===== config.mk =====
export PLATFORM = sky130hd
export DESIGN_NAME = alarm_set_writer
export DESIGN_NICKNAME = d
export VERILOG_FILES = /design/src/rtl/alarm_set_writer_pkg.sv /design/src/rtl/alarm_set_writer_btn_edge.sv /design/src/rtl/alarm_set_writer.sv
export SDC_FILE = /design/constraint.sdc
export NUM_CORES = 1
export LEC_CHECK = 0
export CORE_MARGIN = 8
export CORE_UTILIZATION = 35
export DETAILED_ROUTE_END_ITERATION = 10
export PLACE_DENSITY = 0.55
export SLEW_MARGIN = 20
export SYNTH_ARGS = -nofsm -noshare
export SYNTH_HDL_FRONTEND = slang
export SYNTH_HIERARCHICAL = 1
export SYNTH_SLANG_ARGS = --single-unit

===== constraint.sdc =====
create_clock -name clk -period 4.7 [get_ports clk]
set_input_delay 0.47 -clock clk [delete_from_list [all_inputs] [get_ports clk]]
set_output_delay 0.47 -clock clk [all_outputs]
set_load 0.1 [all_outputs]

===== src/rtl/alarm_set_writer_pkg.sv =====
// Shared definitions for the alarm programmer and the alarm memory block.
//   - FSM state encoding (3-bit constants, legacy-compatible with the memory side)
//   - Field limits for hour (0..23) and minute (0..59)
//   - Default memory addresses of the alarm hour/minute bytes
//   - Wrap-around up/down stepping helper used by both edit fields
package alarm_set_writer_pkg;

  localparam logic [2:0] ST_IDLE     = 3'd0;
  localparam logic [2:0] ST_EDIT_HR  = 3'd1;
  localparam logic [2:0] ST_EDIT_MIN = 3'd2;
  localparam logic [2:0] ST_WR_HR    = 3'd3;
  localparam logic [2:0] ST_WR_MIN   = 3'd4;

  localparam logic [7:0] HR_MAX  = 8'd23;
  localparam logic [7:0] MIN_MAX = 8'd59;

  localparam logic [3:0] DEF_ADDR_HR  = 4'h0;
  localparam logic [3:0] DEF_ADDR_MIN = 4'h1;

  // Increment with wrap from max back to 0.
  function automatic logic [7:0] wrap_inc(input logic [7:0] v, input logic [7:0] max);
    return (v >= max) ? 8'd0 : v + 8'd1;
  endfunction

  // Decrement with wrap from 0 up to max.
  function automatic logic [7:0] wrap_dec(input logic [7:0] v, input logic [7:0] max);
    return (v == 8'd0) ? max : v - 8'd1;
  endfunction

  // One edit step: exactly one of up/down moves the field, both or neither hold it.
  function automatic logic [7:0] step_field(input logic [7:0] v, input logic [7:0] max,
                                            input logic up, input logic down);
    logic [7:0] res;
    res = v;
    if (up && !down)      res = wrap_inc(v, max);
    else if (down && !up) res = wrap_dec(v, max);
    return res;
  endfunction

endpackage


===== src/rtl/alarm_set_writer_btn_edge.sv =====
// Rising-edge detector for one front-panel button.
//   i_clk   : system clock
//   i_rst_n : asynchronous active-low reset
//   i_btn   : button level (already synchronous to i_clk)
//   o_edge  : registered one-cycle pulse, one cycle after the button rises
// A button held high produces exactly one pulse.
module alarm_set_writer_btn_edge (
  input  logic i_clk,
  input  logic i_rst_n,
  input  logic i_btn,
  output logic o_edge
);

  logic r_btn_q;
  logic r_edge;

  always_ff @(posedge i_clk or negedge i_rst_n) begin
    if (!i_rst_n) begin
      r_btn_q <= 1'b0;
      r_edge  <= 1'b0;
    end else begin
      r_btn_q <= i_btn;
      r_edge  <= i_btn & ~r_btn_q;
    end
  end

  assign o_edge = r_edge;

endmodule


===== src/rtl/alarm_set_writer.sv =====
// Button-driven alarm programmer.
// The user edits the alarm hour and minute with Set/Up/Down; after the minute
// is confirmed the block writes the hour byte, then the minute byte, into the
// alarm memory over a req/ack port, and pulses done.
//
// Ports:
//   clk       : system clock, all logic on posedge
//   reset     : asynchronous active-low reset
//   btnSet    : rising edge enters edit mode / advances to the next field
//   btnUp     : rising edge increments the current field
//   btnDown   : rising edge decrements the current field
//   wrAck     : memory accepts the current write (only meaningful while wrReq=1)
//   wrReq     : write request
//   addr      : write address
//   data      : write data (binary)
//   editing   : 1 while the hour or minute is being edited
//   editHr    : hour being edited (0..23)
//   editMin   : minute being edited (0..59)
//   done      : one-cycle pulse after the minute write is acknowledged
//   dbgState  : current FSM state (ST_* encoding) for observation
//
// Write handshake: wrReq rises with addr/data already valid and then holds
// wrReq, addr and data unchanged until wrAck is sampled high on a clock edge
// while wrReq=1; that edge completes the transfer and wrReq drops. wrAck while
// wrReq=0 has no effect.
module alarm_set_writer
  import alarm_set_writer_pkg::*;
#(
  parameter logic [3:0] ADDR_HR     = DEF_ADDR_HR,
  parameter logic [3:0] ADDR_MIN    = DEF_ADDR_MIN,
  parameter int         TIMEOUT_CYC = 1000,
  parameter int         TO_W        = 10
) (
  input  logic       clk,
  input  logic       reset,
  input  logic       btnSet,
  input  logic       btnUp,
  input  logic       btnDown,
  input  logic       wrAck,
  output logic       wrReq,
  output logic [3:0] addr,
  output logic [7:0] data,
  output logic       editing,
  output logic [7:0] editHr,
  output logic [7:0] editMin,
  output logic       done,
  output logic [2:0] dbgState
);

  localparam logic [TO_W-1:0] TO_LAST = TO_W'(TIMEOUT_CYC - 1);
  localparam logic [TO_W-1:0] TO_ONE  = TO_W'(1);

  // Button edges
  logic w_set_e;
  logic w_up_e;
  logic w_dn_e;
  logic w_any_e;

  alarm_set_writer_btn_edge u_set_edge (
    .i_clk   (clk),
    .i_rst_n (reset),
    .i_btn   (btnSet),
    .o_edge  (w_set_e)
  );

  alarm_set_writer_btn_edge u_up_edge (
    .i_clk   (clk),
    .i_rst_n (reset),
    .i_btn   (btnUp),
    .o_edge  (w_up_e)
  );

  alarm_set_writer_btn_edge u_dn_edge (
    .i_clk   (clk),
    .i_rst_n (reset),
    .i_btn   (btnDown),
    .o_edge  (w_dn_e)
  );

  assign w_any_e = w_set_e | w_up_e | w_dn_e;

  // Registered state and outputs
  logic [2:0]      r_state;
  logic [7:0]      r_hr;
  logic [7:0]      r_min;
  logic [TO_W-1:0] r_to_cnt;
  logic            r_req;
  logic [3:0]      r_addr;
  logic [7:0]      r_data;
  logic            r_done;
  logic            r_editing;

  // Next-state values
  logic [2:0]      w_state_nxt;
  logic [7:0]      w_hr_nxt;
  logic [7:0]      w_min_nxt;
  logic [TO_W-1:0] w_to_cnt_nxt;
  logic            w_req_nxt;
  logic [3:0]      w_addr_nxt;
  logic [7:0]      w_data_nxt;
  logic            w_done_nxt;
  logic            w_editing_nxt;

  always_comb begin
    w_state_nxt   = r_state;
    w_hr_nxt      = r_hr;
    w_min_nxt     = r_min;
    w_to_cnt_nxt  = r_to_cnt;
    w_req_nxt     = r_req;
    w_addr_nxt    = r_addr;
    w_data_nxt    = r_data;
    w_done_nxt    = 1'b0;

    case (r_state)
      ST_IDLE: begin
        // Only Set is honoured here; edited values are kept from last time.
        if (w_set_e) begin
          w_state_nxt  = ST_EDIT_HR;
          w_to_cnt_nxt = '0;
        end
      end

      ST_EDIT_HR: begin
        // Set takes priority over a simultaneous Up/Down: the field is left alone.
        if (w_set_e) begin
          w_state_nxt  = ST_EDIT_MIN;
          w_to_cnt_nxt = '0;
        end else begin
          w_hr_nxt = step_field(r_hr, HR_MAX, w_up_e, w_dn_e);
          if (w_any_e) begin
            w_to_cnt_nxt = '0;
          end else if (r_to_cnt == TO_LAST) begin
            // Inactivity abort: back to idle without writing.
            w_state_nxt  = ST_IDLE;
            w_to_cnt_nxt = '0;
          end else begin
            w_to_cnt_nxt = r_to_cnt + TO_ONE;
          end
        end
      end

      ST_EDIT_MIN: begin
        if (w_set_e) begin
          w_state_nxt  = ST_WR_HR;
          w_to_cnt_nxt = '0;
        end else begin
          w_min_nxt = step_field(r_min, MIN_MAX, w_up_e, w_dn_e);
          if (w_any_e) begin
            w_to_cnt_nxt = '0;
          end else if (r_to_cnt == TO_LAST) begin
            w_state_nxt  = ST_IDLE;
            w_to_cnt_nxt = '0;
          end else begin
            w_to_cnt_nxt = r_to_cnt + TO_ONE;
          end
        end
      end

      ST_WR_HR: begin
        // First cycle in the state loads addr/data and raises the request;
        // afterwards everything holds until the ack.
        if (!r_req) begin
          w_req_nxt  = 1'b1;
          w_addr_nxt = ADDR_HR;
          w_data_nxt = r_hr;
        end else if (wrAck) begin
          w_req_nxt   = 1'b0;
          w_state_nxt = ST_WR_MIN;
        end
      end

      ST_WR_MIN: begin
        if (!r_req) begin
          w_req_nxt  = 1'b1;
          w_addr_nxt = ADDR_MIN;
          w_data_nxt = r_min;
        end else if (wrAck) begin
          w_req_nxt   = 1'b0;
          w_state_nxt = ST_IDLE;
          w_done_nxt  = 1'b1;
        end
      end

      default: begin
        w_state_nxt = ST_IDLE;
        w_req_nxt   = 1'b0;
      end
    endcase

    w_editing_nxt = (w_state_nxt == ST_EDIT_HR) || (w_state_nxt == ST_EDIT_MIN);
  end

  always_ff @(posedge clk or negedge reset) begin
    if (!reset) begin
      r_state   <= ST_IDLE;
      r_hr      <= 8'd0;
      r_min     <= 8'd0;
      r_to_cnt  <= '0;
      r_req     <= 1'b0;
      r_addr    <= 4'd0;
      r_data    <= 8'd0;
      r_done    <= 1'b0;
      r_editing <= 1'b0;
    end else begin
      r_state   <= w_state_nxt;
      r_hr      <= w_hr_nxt;
      r_min     <= w_min_nxt;
      r_to_cnt  <= w_to_cnt_nxt;
      r_req     <= w_req_nxt;
      r_addr    <= w_addr_nxt;
      r_data    <= w_data_nxt;
      r_done    <= w_done_nxt;
      r_editing <= w_editing_nxt;
    end
  end

  assign wrReq    = r_req;
  assign addr     = r_addr;
  assign data     = r_data;
  assign editing  = r_editing;
  assign editHr   = r_hr;
  assign editMin  = r_min;
  assign done     = r_done;
  assign dbgState = r_state;

endmodule


==> metrics.log, run 1 <==
INFO  metric synth-main-ff-cell = sky130_fd_sc_hd__dfrtp_1
INFO  metric final_layout_size_suffix_gt1_share = 7.35%
INFO  metric dr.first_iter.drc_count = 120
INFO  metric placement_rows = 33
INFO  metric final.setup.tns = 0 ns
INFO  metric fin_nets = 353
INFO  metric design.core.area = 0.00805 sq mm
INFO  metric viasPerCell = 5.58
INFO  metric worst_hold_path_type = primary input to asynchronous set/reset pin
INFO  metric critPathArrivalTime = 2.19 ns
INFO  metric cts_setup_buffers = 0
INFO  metric ant_nets = 0
INFO  metric worstSkewPairLatency = 0.30 ns
INFO  metric gr-usage-all-layers = 13.0%
INFO  metric fill_cells = 803
INFO  metric port_buffers = 36
INFO  metric ios = 40
INFO  metric cts-resized-gates = 0
INFO  metric worstPathCellList = clkdlybuf4s50_1
INFO  metric synth-seq-area-share = 41.3%
INFO  metric area_growth_from_synthesis_to_layout = 17.3%
INFO  metric yosys_warning_count = 6
INFO  metric placed_cells_incl_taps = 437
INFO  metric clock_tree.htree_level_count = 2
INFO  metric detailroute.wirelength.met2 = 3230 um
INFO  metric rsz0062_at_grt = false
INFO  metric worst_path_max_delay_cell = sky130_fd_sc_hd__clkdlybuf4s50_1
INFO  metric timing.slew.headroom = 34.5%
INFO  metric ys_types = 62
INFO  metric async_flop_share = 100%
INFO  metric totalWireLength = 7190 um
INFO  metric die_x = 106 um
INFO  metric detailed_place_hpwl = 5040 um
INFO  metric postLayoutCellArea = 0.00334 sq mm
INFO  metric cts_hold_fix_bufs = 0
INFO  metric synthTopCellsByArea = sky130_fd_sc_hd__dfrtp_1 (41%), sky130_fd_sc_hd__a21oi_1 (3.9%), sky130_fd_sc_hd__nand2_1 (3.6%)
INFO  metric critPathCaptureType = output pin
INFO  metric highest_layer = met4
INFO  metric synth_area_per_cell = 8.99 sq um
INFO  metric critical_path_peak_fanout = 17
INFO  metric timing_worst_slew_pin_value = 0.980 ns
INFO  metric postSynthCellCount = 317
INFO  metric outcome = finished, final reports clean
INFO  metric met3WireLength = 405 um
INFO  metric critPathLaunch = dbgState[1]$_DFF_PN0_
INFO  metric post_layout_nonfiller_instances = 445
INFO  metric cts.root.buffer_cell = sky130_fd_sc_hd__clkbuf_8
INFO  metric max_stage_delay = 1.23 ns
INFO  metric number_of_enable_flip_flop_cells_after_synthesis = 0
INFO  metric die-area = 0.0113 sq mm
INFO  metric vias = 2485
INFO  metric synth_top_cell_by_area = sky130_fd_sc_hd__dfrtp_1
INFO  metric r2r_start = u_dn_edge/o_edge$_DFF_PN0_
INFO  metric register_to_register_setup_slack = 2.42 ns
INFO  metric grt_antenna_before_repair = 0
INFO  metric finalWorstSetupSlack = 2.04 ns
INFO  metric cp.required = 4.23 ns
INFO  metric route.detailed.wl_per_inst = 16.1 um
INFO  metric worstSetupStartpointType = flip-flop
INFO  metric timing.final.setup_violations = 0
INFO  metric total_cts_buffers = 5
INFO  metric timing.critical_path.max_delay_family = buffers and inverters
INFO  metric floorplan.die.height = 106 um
INFO  metric yosysTopAreaCellShare = 41.3%
INFO  metric initial_core_util = 35.4%
INFO  metric max_cap_viol_count = 0
INFO  metric grt_overflow_total = 0
INFO  metric finalWorstPathRequiredPeriod = 2.66 ns
INFO  metric path_buf_inv = 1
INFO  metric number_of_failing_hold_endpoints_at_the_final_stage = 0
INFO  metric period_share = 56.6%
INFO  metric detail_route.first_pass.iterations = 4
INFO  metric grt_pass1_wl = 12100 um
INFO  metric cts_num_sinks = 47
INFO  metric max_freq = 0.376 GHz
INFO  metric place.gp.congestion = 0.841
INFO  metric finClkSkew = 0.00666 ns
INFO  metric clock_tree_from_tritoncts = yes
INFO  metric final_cell_mix = sky130_fd_sc_hd__dfrtp_1 (47), sky130_fd_sc_hd__clkdlybuf4s50_1 (35), sky130_fd_sc_hd__nand2_1 (27)
INFO  metric placedInstanceArea = 0.00323 sq mm
INFO  metric grt_max_degree = 48
INFO  metric wl_met1 = 3460 um
INFO  metric path_class = flip-flop to output pin
INFO  metric drc = 0
INFO  metric number_of_antenna_repair_diodes = 0
INFO  metric timing_max_transition_violations_final = 0
INFO  metric cts.reportedPaths.clkPinSlew = 0.09 ns
INFO  metric layout.cells.most_common = sky130_fd_sc_hd__dfrtp_1
INFO  metric synth_area = 0.00285 sq mm
INFO  metric clock_tree.buffer_depth = 2
INFO  metric grt_pass1_vias = 2418
INFO  metric dp_slack = 2.38 ns
INFO  metric synth.ff_latch_count = 47
Yosys cell counts, types with 6 or more instances:
| cell | number |
|---|---|
| sky130_fd_sc_hd__inv_1 | 13 |
| sky130_fd_sc_hd__a31oi_1 | 15 |
| sky130_fd_sc_hd__clkbuf_1 | 14 |
| sky130_fd_sc_hd__ha_1 | 8 |
| sky130_fd_sc_hd__a211oi_1 | 9 |
| sky130_fd_sc_hd__dfrtp_1 | 47 |
| sky130_fd_sc_hd__nand4_1 | 6 |
| sky130_fd_sc_hd__nand2_1 | 27 |
| sky130_fd_sc_hd__nor3_1 | 8 |
| sky130_fd_sc_hd__nor4_1 | 7 |
| sky130_fd_sc_hd__o21ai_0 | 14 |
| sky130_fd_sc_hd__a21oi_1 | 22 |
| sky130_fd_sc_hd__nor2_1 | 22 |
| sky130_fd_sc_hd__nand3_1 | 14 |
flip-flops by register name (all words and copies together), names as in the netlist, 3 cells and up:
name and cells:
dbgState 3, editHr 8, data 8, r_to_cnt 10
editMin 8
cells by family after synthesis:
logic type	Yosys count	share of synthesized area, %
simple gates	123	24.4
compound gates	94	22.4
flops	47	41.3
buf+inv	37	5.97
fa+ha+maj	8	3.51
xor+xnor	4	1.23
mux	3	1.10
other cells	1	0.132
cell type report:
class | instances | area (sq um) | share of cell area (%)
multi-input cells | 235 | 1510 | 45.2
flip-flops and latches | 47 | 1180 | 35.2
repair buffers | 37 | 363 | 10.9
well taps | 105 | 131 | 3.93
clock buffers | 5 | 68.8 | 2.06
inverters | 13 | 48.8 | 1.46
clock inverters | 3 | 43.8 | 1.31
stage by stage:
stage	hold WS, ns	util [%]
after floorplan	0.174	-
after global placement	0.432	40.1
after detailed placement	0.436	40.1
after CTS	0.275	41.5
after global routing	0.302	41.5
final	0.245	41.5
layer usage:
metal  up-vias  track usage, %
met2        69            19.8
met5         -               0
met4         0            5.23
met1      1191            17.1
li1       1218               -
met3         7            3.39
final timing paths:
check / depth (start not counted) / endpoint
worst min-delay path: 2 / editMin[2]$_DFFE_PN0P_
worst max-delay path: 1 / dbgState[1]
worst min register to register: 1 / u_up_edge/o_edge$_DFF_PN0_
max in group asynchronous: 2 / data[6]$_DFFE_PN0P_
worst max register to register: 6 / editHr[2]$_DFFE_PN0P_
min in group clk: 1 / u_up_edge/o_edge$_DFF_PN0_
Power of run 1 is left out: the tool's default activity adds up to more than one toggle a clock period on the data nets, which glitch-free logic cannot reach.
==> run 2, diff against run 1 <==
--- a/config.mk
+++ b/config.mk
@@ -8,7 +8,7 @@
 export CORE_MARGIN = 8
 export CORE_UTILIZATION = 35
 export DETAILED_ROUTE_END_ITERATION = 10
-export PLACE_DENSITY = 0.55
+export PLACE_DENSITY = 0.57
 export SLEW_MARGIN = 20
 export SYNTH_ARGS = -nofsm -noshare
 export SYNTH_HDL_FRONTEND = slang
==> constraint.sdc (replaced) <==
create_clock -name clk -period 2.25 [get_ports clk]
set_input_delay 0.225 -clock clk [delete_from_list [all_inputs] [get_ports clk]]
set_output_delay 0.225 -clock clk [all_outputs]
set_load 0.1 [all_outputs]
==> metrics.log, run 2 (synthesis results as in run 1) <==
INFO  metric final_cell_mix = sky130_fd_sc_hd__buf_4 (43), sky130_fd_sc_hd__dfrtp_1 (38), sky130_fd_sc_hd__nand2_1 (27)
INFO  metric design.core.area = 0.00805 sq mm
INFO  metric clock_tree.htree_level_count = 2
INFO  metric detailed_place_hpwl = 5340 um
INFO  metric failed_checks = negative hold slack
INFO  metric die-area = 0.0113 sq mm
INFO  metric detail_route.first_pass.iterations = 4
INFO  metric route.detailed.wl_per_inst = 16.1 um
INFO  metric grt_overflow_total = 0
INFO  metric critPathCaptureType = flip-flop
INFO  metric cp.required = 2.44 ns
INFO  metric highest_layer = met4
INFO  metric viasPerCell = 5.55
INFO  metric rsz0062_at_grt = false
INFO  metric floorplan.die.height = 106 um
INFO  metric placement_rows = 33
INFO  metric grt_pass1_wl = 12500 um
INFO  metric layout.cells.most_common = sky130_fd_sc_hd__buf_4
INFO  metric cts_num_sinks = 47
INFO  metric grt_pass1_vias = 2442
INFO  metric final_layout_size_suffix_gt1_share = 21.7%
INFO  metric detailroute.wirelength.met2 = 3370 um
INFO  metric largest_register = r_to_cnt
INFO  metric clock_tree.buffer_depth = 2
INFO  metric fin_nets = 364
INFO  metric totalWireLength = 7350 um
INFO  metric port_buffers = 36
INFO  metric final.setup.tns = 0 ns
INFO  metric finClkSkew = 0.00923 ns
INFO  metric ios = 40
INFO  metric drc = 0
INFO  metric timing_worst_slew_pin_value = 0.779 ns
INFO  metric largest_register_ff_count = 10
INFO  metric timing.final.setup_violations = 0
INFO  metric worstSetupStartpointType = flip-flop
INFO  metric die_x = 106 um
INFO  metric critPathArrivalTime = 2.23 ns
INFO  metric max_freq = 0.492 GHz
INFO  metric outcome = complete, but fails checks
INFO  metric area_growth_from_synthesis_to_layout = 18.0%
INFO  metric met3WireLength = 337 um
INFO  metric vias = 2531
INFO  metric timing_max_transition_violations_final = 0
INFO  metric fill_cells = 802
INFO  metric number_of_antenna_repair_diodes = 0
INFO  metric fin_hold_ws = -0.00910 ns
INFO  metric max_cap_viol_count = 0
INFO  metric cts.reportedPaths.clkPinSlew = 0.09 ns
INFO  metric cts.root.buffer_cell = sky130_fd_sc_hd__clkbuf_8
INFO  metric place.gp.congestion = 0.851
INFO  metric cts-resized-gates = 0
INFO  metric worst_hold_path_type = primary input to asynchronous set/reset pin
INFO  metric path_class = flip-flop to flip-flop
INFO  metric total_cts_buffers = 5
INFO  metric clock_tree_from_tritoncts = yes
INFO  metric fin_util = 41.8%
INFO  metric critical_path_peak_fanout = 12
INFO  metric period_share = 90.3%
INFO  metric cts_hold_fix_bufs = 0
INFO  metric dr.first_iter.drc_count = 126
INFO  metric number_of_failing_hold_endpoints_at_the_final_stage = 29
INFO  metric finalWorstPathRequiredPeriod = 2.03 ns
INFO  metric cts_setup_buffers = 0
INFO  metric initial_core_util = 35.4%
INFO  metric ant_nets = 0
INFO  metric worstSkewPairLatency = 0.31 ns
INFO  metric timing.slew.headroom = 48.1%
INFO  metric gr-usage-all-layers = 13.3%
INFO  metric wl_met1 = 3540 um
INFO  metric grt_antenna_before_repair = 0
INFO  metric grt_max_degree = 33
run 2: cell types whose count changed in the layout (fill, tap and decap cells not counted):
| cell | before | now |
|---|---|---|
| sky130_fd_sc_hd__buf_4 | 1 | 43 |
| sky130_fd_sc_hd__clkdlybuf4s50_1 | 35 | 4 |
| sky130_fd_sc_hd__dfrtp_1 | 47 | 38 |
| sky130_fd_sc_hd__dfrtp_2 | 0 | 9 |
| sky130_fd_sc_hd__clkinv_2 | 1 | 0 |
| sky130_fd_sc_hd__inv_6 | 0 | 1 |
run 2: critical path, cell delays in order (launching register included):
cell and delay (ns):
sky130_fd_sc_hd__dfrtp_2 0.50, sky130_fd_sc_hd__or4_1 0.56, sky130_fd_sc_hd__nor4_1 0.25, sky130_fd_sc_hd__mux2_2 0.37
sky130_fd_sc_hd__a32o_1 0.25
run 2: final cells by class:
class	count	area, sq um	share of cell area [%]
Multi-Input combinational cell	235	1510	44.9
Sequential cell	47	1190	35.3
Timing Repair Buffer	48	368	10.9
Tap cell	105	131	3.91
Clock buffer	5	68.8	2.05
Inverter	13	48.8	1.45
Clock inverter	3	47.5	1.41
run 2: metal layers:
metal / vias up / GRT usage, %
met1: 1219 / 18.3
met5: - / 0
li1: 1242 / -
met2: 61 / 20.7
met3: 9 / 2.48
met4: 0 / 4.02
run 2: path summary, 6_finish.rpt:
check / slack [ns] / end / from / depth (start not counted)
worst max-delay path: 0.22 / editMin[7]$_DFFE_PN0P_ / editMin[3]$_DFFE_PN0P_ / 4
worst min-delay path: -0.009 / editHr[0]$_DFFE_PN0P_ / reset / 1
worst max register to register: 0.22 / editMin[7]$_DFFE_PN0P_ / editMin[3]$_DFFE_PN0P_ / 4
worst min register to register: 0.45 / u_set_edge/o_edge$_DFF_PN0_ / u_set_edge/r_btn_q$_DFF_PN0_ / 1
max in group asynchronous: 1.63 / r_to_cnt[1]$_DFFE_PN0P_ / reset / 2
min in group clk: 0.39 / u_dn_edge/r_btn_q$_DFF_PN0_ / btnDown / 1
run 2: per-stage QoR:
| step | worst slack, ns | std cells | area, sq um | hold slack [ns] |
|---|---|---|---|---|
| 2_1_floorplan | 0.0227 | 319 | 2870 | -0.0706 |
| 3_3_place_gp | 0.263 | 448 | 3250 | 0.340 |
| 3_5_place_dp | 0.247 | 448 | 3250 | 0.345 |
| 4_1_cts | 0.228 | 456 | 3360 | 0.00359 |
| 5_1_grt | 0.163 | 456 | 3360 | 0.0396 |
| 6_report | 0.218 | 456 | 3360 | -0.00910 |
Power of run 2 is left out for the same reason.
==> run 3, diff against run 2 <==
--- a/config.mk
+++ b/config.mk
@@ -8,7 +8,7 @@
 export CORE_MARGIN = 8
 export CORE_UTILIZATION = 35
 export DETAILED_ROUTE_END_ITERATION = 10
-export PLACE_DENSITY = 0.57
+export GPL_ROUTABILITY_DRIVEN = 0
 export SLEW_MARGIN = 20
 export SYNTH_ARGS = -nofsm -noshare
 export SYNTH_HDL_FRONTEND = slang
==> metrics.log, run 3 (synthesis results as in run 1) <==
INFO  metric cp.required = 2.46 ns
INFO  metric grt_max_degree = 28
INFO  metric drc = 0
INFO  metric period_share = 90.5%
INFO  metric clock_tree_from_tritoncts = yes
INFO  metric r2r_cells = 4
INFO  metric finClkSkew = 0.00697 ns
INFO  metric max_freq = 0.491 GHz
INFO  metric total_cts_buffers = 5
INFO  metric path_buf_inv = 0
INFO  metric worstHoldPathCells = 1
INFO  metric largest_register_ff_count = 10
INFO  metric number_of_antenna_repair_diodes = 0
INFO  metric route.detailed.wl_per_inst = 16.0 um
INFO  metric detail_route.first_pass.iterations = 4
INFO  metric timing.final.setup_violations = 0
INFO  metric port_buffers = 36
INFO  metric placedInstanceArea = 0.00325 sq mm
INFO  metric die_x = 106 um
INFO  metric grt_antenna_before_repair = 0
INFO  metric cts.root.buffer_cell = sky130_fd_sc_hd__clkbuf_8
INFO  metric worstSkewPairLatency = 0.31 ns
INFO  metric finalWorstPathRequiredPeriod = 2.04 ns
INFO  metric placement_rows = 33
INFO  metric grt_pass1_vias = 2470
INFO  metric totalWireLength = 7310 um
INFO  metric final.setup.tns = 0 ns
INFO  metric final_cell_mix = sky130_fd_sc_hd__buf_4 (41), sky130_fd_sc_hd__dfrtp_1 (38), sky130_fd_sc_hd__nand2_1 (27)
INFO  metric cts_hold_fix_bufs = 1
INFO  metric largest_register = r_to_cnt
INFO  metric dp_slack = 0.237 ns
INFO  metric fin_util = 42.0%
INFO  metric area_growth_from_synthesis_to_layout = 18.5%
INFO  metric postLayoutCellArea = 0.00338 sq mm
INFO  metric rsz0062_at_grt = false
INFO  metric outcome = finished, final reports clean
INFO  metric critPathCaptureType = flip-flop
INFO  metric ant_nets = 0
INFO  metric number_of_failing_hold_endpoints_at_the_final_stage = 0
INFO  metric viasPerCell = 5.63
INFO  metric die-area = 0.0113 sq mm
INFO  metric floorplan.die.height = 106 um
INFO  metric clock_tree.buffer_depth = 2
INFO  metric max_stage_delay = 0.56 ns
INFO  metric timing.slew.headroom = 53.3%
INFO  metric cts.reportedPaths.clkPinSlew = 0.10 ns
INFO  metric worstSetupStartpointType = flip-flop
INFO  metric vias = 2567
INFO  metric cts_num_sinks = 47
INFO  metric final_layout_size_suffix_gt1_share = 21.4%
INFO  metric worstSetupPathDepth = 4
INFO  metric critical_path_peak_fanout = 12
INFO  metric design.core.area = 0.00805 sq mm
INFO  metric worstPathCellList = or4_1, nor4_1, mux2_2, a32o_1
INFO  metric grt_pass1_wl = 12400 um
INFO  metric timing_worst_slew_pin_value = 0.695 ns
INFO  metric critPathArrivalTime = 2.24 ns
INFO  metric detailed_place_hpwl = 5240 um
INFO  metric grt_overflow_total = 0
INFO  metric timing.critical_path.max_delay_family = simple AND/OR/NAND/NOR gates
INFO  metric clock_tree.htree_level_count = 2
INFO  metric max_cap_viol_count = 0
INFO  metric initial_core_util = 35.4%
INFO  metric timing_max_transition_violations_final = 0
INFO  metric ios = 40
INFO  metric worst_hold_path_type = primary input to flip-flop
INFO  metric fin_nets = 364
INFO  metric path_class = flip-flop to flip-flop
INFO  metric layout.cells.most_common = sky130_fd_sc_hd__buf_4
INFO  metric cts_setup_buffers = 0
INFO  metric dr.first_iter.drc_count = 103
INFO  metric finalWorstSetupSlack = 0.213 ns
INFO  metric cts-resized-gates = 0
INFO  metric gr-usage-all-layers = 13.4%
INFO  metric worst_path_max_delay_cell = sky130_fd_sc_hd__or4_1
## run 3: path summary, 6_finish.rpt
path,from,endpoint,slack (ns)
min,btnUp,u_up_edge/r_btn_q$_DFF_PN0_,0.39
max in group asynchronous,reset,editMin[3]$_DFFE_PN0P_,1.31
max,editMin[3]$_DFFE_PN0P_,editMin[7]$_DFFE_PN0P_,0.21
min in group asynchronous,reset,data[7]$_DFFE_PN0P_,0.42
max reg2reg,editMin[3]$_DFFE_PN0P_,editMin[7]$_DFFE_PN0P_,0.21
min reg2reg,u_set_edge/r_btn_q$_DFF_PN0_,u_set_edge/o_edge$_DFF_PN0_,0.45
## run 3: layout make-up
| cell class | instances | area (sq um) |
|---|---|---|
| Timing Repair Buffer | 48 | 383 |
| Clock inverter | 3 | 47.5 |
| Multi-Input combinational cell | 235 | 1510 |
| Tap cell | 105 | 131 |
| Clock buffer | 5 | 68.8 |
| Inverter | 13 | 48.8 |
| Fill cell | 813 | 4670 |
| Sequential cell | 47 | 1190 |
## run 3: metal layers
metal	GRT usage, %	part of all wire [%]
met5	0	0
met2	20.8	47
met3	2.30	4.4
met1	18.3	47
met4	4.72	1.5
## run 3: through the flow
step	cells	hold WS (ns)
after floorplan	319	-0.0706
after global placement	447	0.221
after detailed placement	447	0.230
after CTS	456	0.376
after global routing	456	0.400
final	456	0.386
## run 3: worst reg2reg max path, delay by kind of cell (launching register included)
| kind | cells | cell delay (ns) |
|---|---|---|
| AOI/OAI and AO/OA | 1 | 0.25 |
| and+or+nand+nor | 2 | 0.83 |
| DFF | 1 | 0.50 |
| muxes | 1 | 0.37 |
Power of run 3 is left out for the same reason.
